## src/rtl/leb128_i64_collector.sv

```systemverilog
// Collects one LEB128-encoded integer (up to MAX_BYTES bytes) into a byte window
// for a parallel decoder; overlong encodings are flagged and their tail drained.
module leb128_i64_collector #(
    parameter int MAX_BYTES = 10
) (
    input  logic                   clk,
    input  logic                   rst_n,
    input  logic [7:0]             s_data,
    input  logic                   s_valid,
    output logic                   s_ready,
    output logic [8*MAX_BYTES-1:0] m_data,
    output logic [3:0]             m_len,
    output logic                   m_err,
    output logic                   m_valid,
    input  logic                   m_ready
);

    typedef enum logic [1:0] {
        COLLECT = 2'd0,
        HOLD    = 2'd1,
        DRAIN   = 2'd2
    } state_t;

    localparam logic [3:0] LAST = 4'(MAX_BYTES - 1);

    state_t     state;
    state_t     state_nx;
    logic [3:0] cnt;
    logic [3:0] len;
    logic       err;
    logic [7:0] slots [MAX_BYTES];

    logic       s_fire;
    logic       m_fire;
    logic       close;
    logic       wr_en;
    logic       restart;
    logic [3:0] wr_idx;

    // A byte accepted in HOLD is slot 0 of the next window.
    always_comb begin
        s_fire  = s_valid && s_ready;
        m_fire  = m_valid && m_ready;
        wr_idx  = (state == HOLD) ? 4'd0 : cnt;
        close   = !s_data[7] || (wr_idx == LAST);
        wr_en   = s_fire && (state != DRAIN);
        restart = ((state == HOLD) && m_fire)
               || ((state == DRAIN) && s_fire && !s_data[7]);
    end

    always_ff @(posedge clk or negedge rst_n) begin
        if (!rst_n) begin
            state <= COLLECT;
        end else begin
            state <= state_nx;
        end
    end

    always_comb begin
        state_nx = state;
        unique case (state)
            COLLECT: begin
                if (s_fire && close) state_nx = HOLD;
            end
            HOLD: begin
                if (m_fire) begin
                    if (err)                 state_nx = DRAIN;
                    else if (s_fire && close) state_nx = HOLD;
                    else                     state_nx = COLLECT;
                end
            end
            DRAIN: begin
                if (s_fire && !s_data[7]) state_nx = COLLECT;
            end
            default: state_nx = COLLECT;
        endcase
    end

    always_comb begin
        s_ready = 1'b0;
        m_valid = 1'b0;
        unique case (state)
            COLLECT: s_ready = rst_n;
            HOLD: begin
                m_valid = 1'b1;
                s_ready = rst_n && m_ready && !err;
            end
            DRAIN:   s_ready = rst_n;
            default: s_ready = 1'b0;
        endcase
    end

    always_ff @(posedge clk or negedge rst_n) begin
        if (!rst_n) begin
            cnt <= 4'd0;
            len <= 4'd0;
            err <= 1'b0;
            for (int k = 0; k < MAX_BYTES; k++) begin
                slots[k] <= 8'h00;
            end
        end else begin
            if (restart) begin
                cnt <= 4'd0;
                for (int k = 0; k < MAX_BYTES; k++) begin
                    slots[k] <= 8'h00;
                end
            end
            if (wr_en) begin
                slots[wr_idx] <= s_data;
                if (close) begin
                    cnt <= 4'd0;
                    len <= wr_idx + 4'd1;
                    err <= s_data[7];
                end else begin
                    cnt <= wr_idx + 4'd1;
                end
            end
        end
    end

    always_comb begin
        m_len  = len;
        m_err  = err;
        m_data = '0;
        for (int k = 0; k < MAX_BYTES; k++) begin
            if (m_valid && (4'(k) < len)) begin
                m_data[8*k +: 8] = slots[k];
            end
        end
    end

endmodule

```

## config.mk

```make
export PLATFORM = sky130hd
export DESIGN_NAME = leb128_i64_collector
export DESIGN_NICKNAME = d
export VERILOG_FILES = /design/src/rtl/leb128_i64_collector.sv
export SDC_FILE = /design/constraint.sdc
export NUM_CORES = 1
export LEC_CHECK = 0
export CORE_UTILIZATION = 40
export DETAILED_ROUTE_END_ITERATION = 12
export GPL_ROUTABILITY_DRIVEN = 0
export PLACE_DENSITY = 0.66
export SLEW_MARGIN = 20
export SYNTH_ARGS = -nofsm -noshare
export SYNTH_HDL_FRONTEND = slang
export SYNTH_SLANG_ARGS = --single-unit
```

## constraint.sdc

```tcl
create_clock -name clk -period 4.23 [get_ports clk]
set_input_delay 1.0575 -clock clk [delete_from_list [all_inputs] [get_ports clk]]
set_output_delay 1.0575 -clock clk [all_outputs]
set_load 0.03 [all_outputs]
```

After elaboration in Yosys (flattened, before gate mapping)
Index checks and enable logic that the tools add are counted.
Word-level totals
  flip-flop bits (word level): 91
  logic and storage cells: 92
Cells by class
  add/sub/neg operators: 1
  $lt $le $gt $ge: 12
  equal/unequal tests: 7
  mux-type cells: 27
  bitwise logic cells: 1
  reductions and logical operators: 30
Operators with widths (number)
  $mux 80: 2
  $mux 8: 11
  $bwmux 80: 1
  $demux 8 s4: 1
  $logic_and 1x1->1: 21
  $lt 3x4->1 const A: 4
  $mux 4: 4
  $lt 1x4->1 const A: 2
  $lt 2x4->1 const A: 2
  $lt 4x4->1 const A: 2
  $mux 2: 4
  $ne 2x2->1 const B: 3
  $pmux 2 s3: 1
  $ge 5x5->1 const B: 1
  $lt 5x1->1 const B: 1
  $not 4->5: 1
  $add 4x1->4 const B: 1
  $eq 4x4->1 const B: 1
  $reduce_and 3->1: 1
  $eq 2x1->1 const B: 1
  $eq 2x2->1 const B: 1
  $logic_not 1->1: 2
  $logic_not 2->1: 1
  $logic_or 1x1->1: 2
  other kinds (6): 7

Longest topological paths before layout
  depth in word-level cells: 10
  mapped depth: 10
  mapped depth without buffers: 8

Worst setup path after synthesis
Ideal clock, no wire load.
  path kind: reg-to-output
  start: register state[1]
  end: output port m_data[56]
  arrival time: 1.676 ns
  required time: 3.173 ns
  slack: 1.497 ns
  cell stages (with the launch flop): 6
  cell sequence: dfrtp_1 nand2b_1 buf_4 inv_1 clkbuf_1 and3_1
Between the ends
  longest elaborated chain between the ends: 4
RTL lines
  start, declared: line 26  | state_t state;
  start signal, assigned: line 55  | state <= state_nx;
  $eq 2x1->1: line 82  | unique case (state)
  $mux 1: line 82
  named net m_valid: line 14  | output logic m_valid,
  $logic_and 1x1->1: line 126  | if (m_valid && (4'(k) < len)) begin
  $mux 8: line 126
  end, declared: line 11  | output logic [8*MAX_BYTES-1:0] m_data,
The timed path passes the listed nets, and every way through them passes these cells.

Worst setup path after layout
  start: register state[1]
  end: output port m_data[33]
Between the ends
  longest elaborated chain between the ends: 4
RTL lines (line)
  $eq 2x1->1: 82
  $mux 1: 82
  $logic_and 1x1->1: 126
  $mux 8: 126
No other way between the ends.

==> run metrics <==
Via density=5.38; remaining antenna violation count after routing=0; ys flop type=dfrtp_1; CTS Sinks=91; HPWL after DPL=7760 µm; Sw Ratio=0.277; DR vias=3618; total global-route track usage=0.215; CTS Buffer Depth=2; Die W=107 µm; RR Endpoint=m_len[2]; initial antenna violation count=0; Final WS setup=422 ps; Startpoint Class=flip-flop; critical path data required time=3170 ps; synth top area cells=dfrtp_1 52%, a22o_1 10%, and2_1 9.9%; first-pass GRT wire length=18900 µm; setup violators final=0; max cap viols=0; Design Power=0.00191 W; Root Driver=clkbuf_8; Slew HR=0.396; Flop pwr share=0.507; Yosys top cell area share=0.517; Int Power=0.00138 W; most frequent cells after synthesis=91 x dfrtp_1, 70 x and2_1, 51 x a22o_1, 42 x nand2_1, 35 x nand3_1; residual DRC count=0; vias in the first global route=3535; Post-synth ARST share=1.00; Final Instance Count excl. Fillers=672; DIE AREA=0.0114 mm²; Core Region=0.0105 mm²; Final Hold Fails=0; critical path endpoint category=output port; row count=37; switching power=0.000529 W; syn nets=454; Post-CTS Setup Bufs=0; Synth area leader=dfrtp_1; fmax=263 MHz; Avg Cell Area, Syn=10.1 µm²; Tmin final=3810 ps; Comb power frac=0.158; worst reg2reg path depth=9; Die Ht=107 µm; CTS tree=yes; Worst-Margin Slew=905 ps; Worst R2R Setup Slack=1510 ps; Critical Path, Cell by Cell=nand2b_1, a311oi_1, and2_1, clkdlybuf4s50_1; Clock transition at path regs=90 ps; Yosys reg bits=91; largest net degree at the start of global routing=64; worst vdd ir=0.160 mV; Hold Path Class=flip-flop to flip-flop; status=complete, no violations; Power per Cell Area=333 mW/mm²; critical path class=flip-flop to output port; Antenna diodes=0; Post-synth EDFFs=0; Placed Cells=657; share of cells above drive strength 1=0.0765; grt total ovfl=0; Starting Density=0.419; fin crit share=0.900; drt first-iter violations=142; reg2reg start=state[1]; Worst EP arrival=2750 ps; Synth Cell Area=0.00441 mm²; Routed WL=11700 µm; YS warnings=0; fillers=994; clock share of power=0.335; post-synthesis sequential area ratio=0.517; CTS buffer count=9; Fin Hold WS=496 ps; Resize count post-CTS=0; Worst Hold Path EP=slots[36]; CP max-delay cell=a311oi_1; post-synthesis cell type count=38; hold_buf cts=0; top-count cell post-synth=dfrtp_1; Layout area overhead=30.2%; Clk Latency, worst-skew pair=350 ps; Worst Hold Depth=1; top fanout value on the critical path=8; nets@finish=548; delay of the slowest critical-path stage=720 ps; RSZ-0062 raised after global routing=false; leakage power of the design=2.54 nW; pre-CTS setup slack=590 ps; clk_skew=12.4 ps; post-route setup TNS=0 ps; Synth Instances=438; routed len/inst=17.4 µm; Max Slew Vio Count=0; DRT Pass-1 Iters=4; top-level I/O count=99; number of H-tree levels=3; Worst Min Path Start=slots[36]; PortBufs=98
cell type report:
class,count,area [µm²],share of cell area
clock inverter,2,60.1,0.0105
tap,136,170,0.0297
timing repair buffer,113,1090,0.190
clock buffer,13,149,0.0260
multi-input combinational,310,1960,0.342
inverter,7,26.3,0.00458
sequential,91,2280,0.397
cell usage in the layout, fill, tap and decap left out, types with 2 or more instances in the layout:
master and n:
and3_1 8, nand2_1 42, nand3b_1 8, nor2b_1 8, clkdlybuf4s50_1 97, nand3_1 35, a211oi_1 2, bufinv_16 2
nor2_1 14, ha_1 4, a21oi_1 4, nor2_2 6, o21ai_1 32, buf_4 16, dfrtp_1 91, and2_1 70
mux2_2 3, clkbuf_8 10, o21ai_0 3, a22o_1 51, inv_1 7, nand2b_1 3, clkbuf_1 3
state kept, by name, indices dropped and copies added (netlist names):
| register | count |
|---|---|
| slots | 80 |
| state | 2 |
| m_err | 1 |
| m_len | 4 |
| cnt | 4 |
worst max-delay path, delay by kind of cell, from the launching register on:
| kind | cells | cell delay, ps |
|---|---|---|
| buf+inv | 1 | 680 |
| compound gates | 1 | 720 |
| flops | 1 | 450 |
| simple gates | 2 | 540 |
layer usage:
| metal | up-vias | wire length [µm] | part of all wire | global-route usage |
|---|---|---|---|---|
| li1 | 1710 | - | - | - |
| met1 | 1758 | 5390 | 0.46 | 0.305 |
| met2 | 138 | 5420 | 0.46 | 0.335 |
| met3 | 12 | 759 | 0.065 | 0.0426 |
| met4 | 0 | 157 | 0.013 | 0.0616 |
| met5 | - | 0 | 0 | 0 |
kinds of logic after synthesis:
group / synth area share
simple gates: 0.243
compound gates: 0.178
flops: 0.517
buf+inv: 0.0378
mux: 0.00994
fa+ha+maj: 0.0114
xor+xnor: 0.00398
how the worst max path moves through the flow:
| stage | from | end | slack [ps] | cells past startpoint |
|---|---|---|---|---|
| floorplan | state[1] | m_data[56] | 1500 | 5 |
| global placement | m_ready | s_ready | 600 | 5 |
| detailed placement | m_ready | s_ready | 590 | 5 |
| CTS | state[1] | m_data[33] | 460 | 4 |
| global route | m_len[3] | m_data[34] | 270 | 4 |
| finish | state[1] | m_data[33] | 420 | 4 |
per-stage QoR:
step	utilization	cell area [µm²]
global route	0.546	5740
global placement	0.526	5530
detailed placement	0.526	5530
finish	0.546	5740
CTS	0.546	5740
floorplan	-	4410
power by group through the flow:
stage / registers, W / logic [W] / clock network, W
final: 0.000969 / 0.000302 / 0.000639
after global routing: 0.000975 / 0.000334 / 0.000683
after CTS: 0.000968 / 0.000305 / 0.000652
after detailed placement: 0.000985 / 0.000302 / 0
after global placement: 0.000984 / 0.000296 / 0
after floorplan: 0.000988 / 0.000178 / 0
No activity file was read; power rests on OpenSTA's default activity.
==> RTL change 1, RTL diff (config.mk and constraints unchanged) <==
Re-encode `state_t` (3 states) as one-hot, 3 bits wide.
--- a/src/rtl/leb128_i64_collector.sv
+++ b/src/rtl/leb128_i64_collector.sv
@@ -15,10 +15,10 @@
     input  logic                   m_ready
 );
 
-    typedef enum logic [1:0] {
-        COLLECT = 2'd0,
-        HOLD    = 2'd1,
-        DRAIN   = 2'd2
+    typedef enum logic [2:0] {
+        COLLECT = 3'b001,
+        HOLD    = 3'b010,
+        DRAIN   = 3'b100
     } state_t;
 
     localparam logic [3:0] LAST = 4'(MAX_BYTES - 1);
Behaviour: no difference found for any inputs over 4 cycles, from zero or initial values and one cycle with rst_n low; so few cycles prove little.
==> RTL change 1 against the original RTL <==
Worst hold slack improved by 3.8 ps; routed wire length fell by 4.3%; non-clock buffer count fell by 5; total power rose by 15%; register-to-register slack got worse by 50 ps; synthesized area fell by 0.17%; design area rose by 0.13%; via count fell by 6.7%; combinational power rose by 33%; sequential cell count rose by 1; setup slack got worse by 240 ps; count of clock-buffer cells in the layout fell by 4.
==> RTL change 1: results (changes against the original RTL) <==
| Metric | Value |
|---|---|
| Status | complete, no violations (unchanged) |
| Post-Route WL | 11200 um (was 11700 um) |
| Worst-path maximum fanout | 13 (was 8) |
| FF-to-FF path depth | 9 (unchanged) |
| Post-CTS setup buffer count | 0 (unchanged) |
| Drt initial violations | 138 (was 142) |
| Via/cell ratio | 5.39 (was 5.38) |
| Initial antenna violation count | 0 (unchanged) |
| Final nets | 501 (was 548) |
| Vias in the first global route | 3319 (was 3535) |
| Crit. Startpoint | state[2] (was state[1]) |
| Ys async rst share | 100% (unchanged) |
| Number of routed nets with antenna violations | 0 (unchanged) |
| I/O Buffers | 98 (unchanged) |
| Clock Latency Late Sink | 350 ps (about the same) |
| TritonCTS Buffers | 9 (unchanged) |
| Syn Nets | 402 (was 454) |
| Yosys warnings | 0 (unchanged) |
| Hold Crit Class | register to register (unchanged) |
| Synth top area cells | dfrtp_1, a22o_1, and2_1 (unchanged) |
| Worst reg2reg path endpoint | slots[19] (was m_len[2]) |
| Clock skew | 9.42 ps (was 12.4 ps) |
| R2R Setup Slk | 1460 ps (was 1510 ps) |
| Arrival time at the worst endpoint | 2990 ps (was 2750 ps) |
| Leakage | 2.53 nW (was 2.54 nW) |
| CP max stage cell | clkdlybuf4s50_1 (was a311oi_1) |
| Largest net degree at the start of global routing | 76 (was 64) |
| Worst r2r src | state[0] (was state[1]) |
| Share of cells above drive strength 1 | 9.39% (was 7.65%) |
| Post-DP HPWL | 7660 um (was 7760 um) |
| Switch share | 29.6% (was 27.7%) |
| Register with the most flip-flops | slots (unchanged) |
| Highest ir drop seen on vdd | 0.000201 V (was 0.000160 V) |
| Antenna diode count | 0 (unchanged) |
| First-pass GRT wire length | 17800 um (was 18900 um) |
| H-Tree Depth | 3 (unchanged) |
| Pre-CTS setup slack | 635 ps (was 590 ps) |
| Setup crit end | m_data[51] (was m_data[33]) |
| Sequential element share of the synthesized area | 52.4% (was 51.7%) |
| TNS Setup | 0 ps (unchanged) |
| Max Root-Sink Buffers | 2 (unchanged) |
| Synth unique cells | 43 (was 38) |
| Post-synth top cells | dfrtp_1, a22o_1, and2_1 (was dfrtp_1, and2_1, a22o_1) |
| Top cell type's share of synthesized area | 51.8% (was 51.7%) |
| Max incr delay on CP | 670 ps (was 720 ps) |
| Least-Margin Pin Slew | 916 ps (was 905 ps) |
| Tcrit/Tclk final | 95.6% (was 90.0%) |
| Router iterations before antenna repair | 4 (unchanged) |
| Top delay family on crit path | simple AND/OR/NAND/NOR gates (was compound AO/OA/AOI/OAI gates) |
| Fill cell count | 955 (was 994) |
| GRT Total Usage | 20.5% (was 21.5%) |
## RTL change 1: changes by cell type in the layout (fill, tap and decap cells not counted), sizes merged, moves of 5 or more
| cell | before | now |
|---|---|---|
| nand3 | 35 | 1 |
| o21ai | 36 | 11 |
| a22o | 51 | 73 |
| nand2 | 42 | 21 |
| a21oi | 4 | 16 |
| nor2 | 20 | 10 |
| nor2b | 8 | 2 |
| nor3 | 1 | 6 |
| nor4 | 0 | 5 |
## RTL change 1: power groups by stage
stage / Clock, mW / Sequential [mW] / Combinational (mW)
2_1_floorplan: 0 / 1.19 / 0.279
3_5_place_dp: 0 / 1.22 / 0.404
5_1_grt: 0.644 / 1.23 / 0.439
6_report: 0.592 / 1.21 / 0.401
4_1_cts: 0.604 / 1.20 / 0.406
3_3_place_gp: 0 / 1.22 / 0.394
## RTL change 1: area by class of cell
| type | instances | share of cell area [%] |
|---|---|---|
| clock buffers | 9 | 2.16 |
| repair buffers | 108 | 18.5 |
| clock inverters | 7 | 1.33 |
| flip-flops and latches | 92 | 40.1 |
| well taps | 136 | 2.96 |
| multi-input cells | 265 | 34.3 |
| inverters | 9 | 0.588 |
## RTL change 1: worst min-delay path by stage
stage | slack, ps | cells after the start | startpoint | to
2_1_floorplan | 460 | 1 | slots[0] | slots[0]
3_3_place_gp | 470 | 1 | slots[37] | slots[37]
3_5_place_dp | 480 | 1 | slots[50] | slots[50]
4_1_cts | 500 | 1 | slots[53] | slots[53]
5_1_grt | 510 | 1 | slots[32] | slots[32]
6_report | 500 | 1 | slots[60] | slots[60]
## RTL change 1: cell families after synthesis
kind of cell | after synthesis | synth area share, %
and+or+nand+nor | 140 | 19.7
AOI/OAI and AO/OA | 115 | 22.4
DFF | 92 | 52.4
buffers and inverters | 29 | 2.87
muxes | 4 | 1.02
adders and majority gates | 4 | 1.14
xor gates and xnor gates | 2 | 0.398
## RTL change 1: per-layer routing
layer | global-route usage [%] | vias up | wire (um)
li1 | - | 1590 | -
met1 | 29.1 | 1680 | 5290
met5 | 0 | - | 0
met2 | 32.4 | 94 | 5230
met4 | 5.68 | 0 | 112
met3 | 3.65 | 10 | 594
## RTL change 1: stage by stage
| stage | cell area [um^2] | std cells | hold slack (ps) | power (mW) | utilization [%] |
|---|---|---|---|---|---|
| after floorplan | 4400 | 386 | 458 | 1.47 | - |
| final | 5740 | 626 | 500 | 2.20 | 54.7 |
| after CTS | 5740 | 626 | 500 | 2.21 | 54.7 |
| after detailed placement | 5540 | 610 | 477 | 1.62 | 52.8 |
| after global placement | 5540 | 610 | 474 | 1.61 | 52.8 |
| after global routing | 5740 | 626 | 509 | 2.31 | 54.7 |
==> RTL change 2, RTL diff (same settings) <==
Made on the original files. Change the parameter `MAX_BYTES` from 10 to 5.
--- a/src/rtl/leb128_i64_collector.sv
+++ b/src/rtl/leb128_i64_collector.sv
@@ -1,7 +1,7 @@
 // Collects one LEB128-encoded integer (up to MAX_BYTES bytes) into a byte window
 // for a parallel decoder; overlong encodings are flagged and their tail drained.
 module leb128_i64_collector #(
-    parameter int MAX_BYTES = 10
+    parameter int MAX_BYTES = 5
 ) (
     input  logic                   clk,
     input  logic                   rst_n,
Interface: changed (resized m_data); port bits go from 99 to 59. No check against the original RTL was run, so the function may have changed too.
==> RTL change 2 against the original RTL <==
Global-route usage decreased by 2.3 points; count of clock-buffer cells in the layout decreased by 7; sequential share of layout area down 0.64 points; synthesized cell count decreased by 51%; synthesized area decreased by 43%; final cell count fell by 48%; total power decreased by 21%; clock skew is 6.7 ps lower; design area shrank 43%; setup slack better by 66 ps; sequential cell count fell by 40; non-clock buffer count fell by 54; sequential power is 27% lower; routed wire length down 50%.
==> RTL change 2: results (changes against the original RTL) <==
| Metric | Value |
|---|---|
| Leakage | 1.46 nW (was 2.54 nW) |
| M1 GR Usage | 27.8% (was 30.5%) |
| FF-to-FF path depth | 7 (was 9) |
| Vias in the first global route | 1766 (was 3535) |
| Total sequential power | 0.706 mW (was 0.969 mW) |
| Least-Margin Pin Slew | 645 ps (was 905 ps) |
| Synth unique cells | 37 (was 38) |
| Clock Latency Late Sink | 300 ps (was 350 ps) |
| Met2 Wirelength | 2770 um (was 5420 um) |
| TritonCTS Buffers | 5 (was 9) |
| Via/cell ratio | 5.32 (was 5.38) |
| Syn Nets | 229 (was 454) |
| Largest net degree at the start of global routing | 55 (was 64) |
| P_int | 1.01 mW (was 1.38 mW) |
| Post-DP HPWL | 4050 um (was 7760 um) |
| Met3 usage | 2.81% (was 4.26%) |
| Clk. pwr | 0.361 mW (was 0.639 mW) |
| Worst reg2reg path endpoint | m_len[3] (was m_len[2]) |
| Number of flip-flops in the largest register | 40 (was 80) |
| Routed length per instance | 16.6 um (was 17.4 um) |
| Highest ir drop seen on vdd | 0.000206 V (was 0.000160 V) |
| Final nets | 289 (was 548) |
| R2R Setup Slk | 1810 ps (was 1510 ps) |
| Status | complete, no violations (unchanged) |
| Worst-path maximum fanout | 4 (was 8) |
| I/O Buffers | 58 (was 98) |
| Share of cells above drive strength 1 | 9.06% (was 7.65%) |
| Overall power | 1.51 mW (was 1.91 mW) |
| Post-synth top cells | dfrtp_1, a22o_1, and2_1 (was dfrtp_1, and2_1, a22o_1) |
| Drt initial violations | 109 (was 142) |
| Cell Area, Placed | 3150 um^2 (was 5530 um^2) |
| H-Tree Depth | 2 (was 3) |
| Router iterations before antenna repair | 5 (was 4) |
| Worst Hold Endpoint | slots[27] (was slots[36]) |
| Met2 Track Usage GR | 30.2% (was 33.5%) |
| First-pass GRT wire length | 9270 um (was 18900 um) |
| Synth top area cells | dfrtp_1, a22o_1, and2_1 (unchanged) |
| GRT Total Usage | 19.2% (was 21.5%) |
| Clock skew | 5.77 ps (was 12.4 ps) |
## RTL change 2: cell types whose count changed after synthesis, sizes merged, moves of 6 or more
cell    before  now
dfrtp       91   51
nand2       42    7
nand3       35    2
o21ai       36    3
and2        70   42
clkbuf      16    2
buf         14    4
a22o        51   43
and3         8    0
nor2b        8    0
nand3b       8    2
## RTL change 2: critical path, cell delays in order
cell and delay (ps):
clkdlybuf4s50_1 520, nand2b_1 140, o21ai_0 160, and2_1 140
clkdlybuf4s50_1 660
## RTL change 2: cells by family after synthesis
| logic type | count (synthesis) | synth area share (%) |
|---|---|---|
| AO/OA/AOI/OAI | 59 | 20.9 |
| adder cells (fa/ha/maj) | 2 | 1.00 |
| AND/OR/NAND/NOR | 82 | 22.1 |
| buffers and inverters | 15 | 2.60 |
| flip-flops | 51 | 51.0 |
| multiplexers | 4 | 1.75 |
| XOR/XNOR | 2 | 0.700 |
## RTL change 2: through the flow
stage | utilization (%) | hold slack, ps | setup slack (ps) | std cells
floorplan | - | 458 | 1580 | 215
global placement | 52.5 | 474 | 482 | 343
detailed placement | 52.5 | 478 | 492 | 343
CTS | 54.6 | 502 | 477 | 351
global route | 54.6 | 515 | 346 | 351
finish | 54.6 | 497 | 488 | 351
## RTL change 2: area by class of cell
type	instances	area (um^2)
Timing Repair Buffer	59	583
Multi-Input combinational cell	149	1160
Fill cell	533	2720
Tap cell	75	93.8
Sequential cell	51	1280
Clock buffer	6	82.6
Inverter	9	33.8
Clock inverter	2	38.8
## RTL change 2: worst max path at each step
stage / startpoint / to / slack, ps / cells after the start
finish: m_ready / s_ready / 490 / 5
detailed placement: m_ready / s_ready / 490 / 5
floorplan: m_ready / s_ready / 1580 / 3
CTS: state[1] / m_data[16] / 480 / 4
global route: state[1] / m_data[17] / 350 / 4
global placement: m_ready / s_ready / 480 / 5
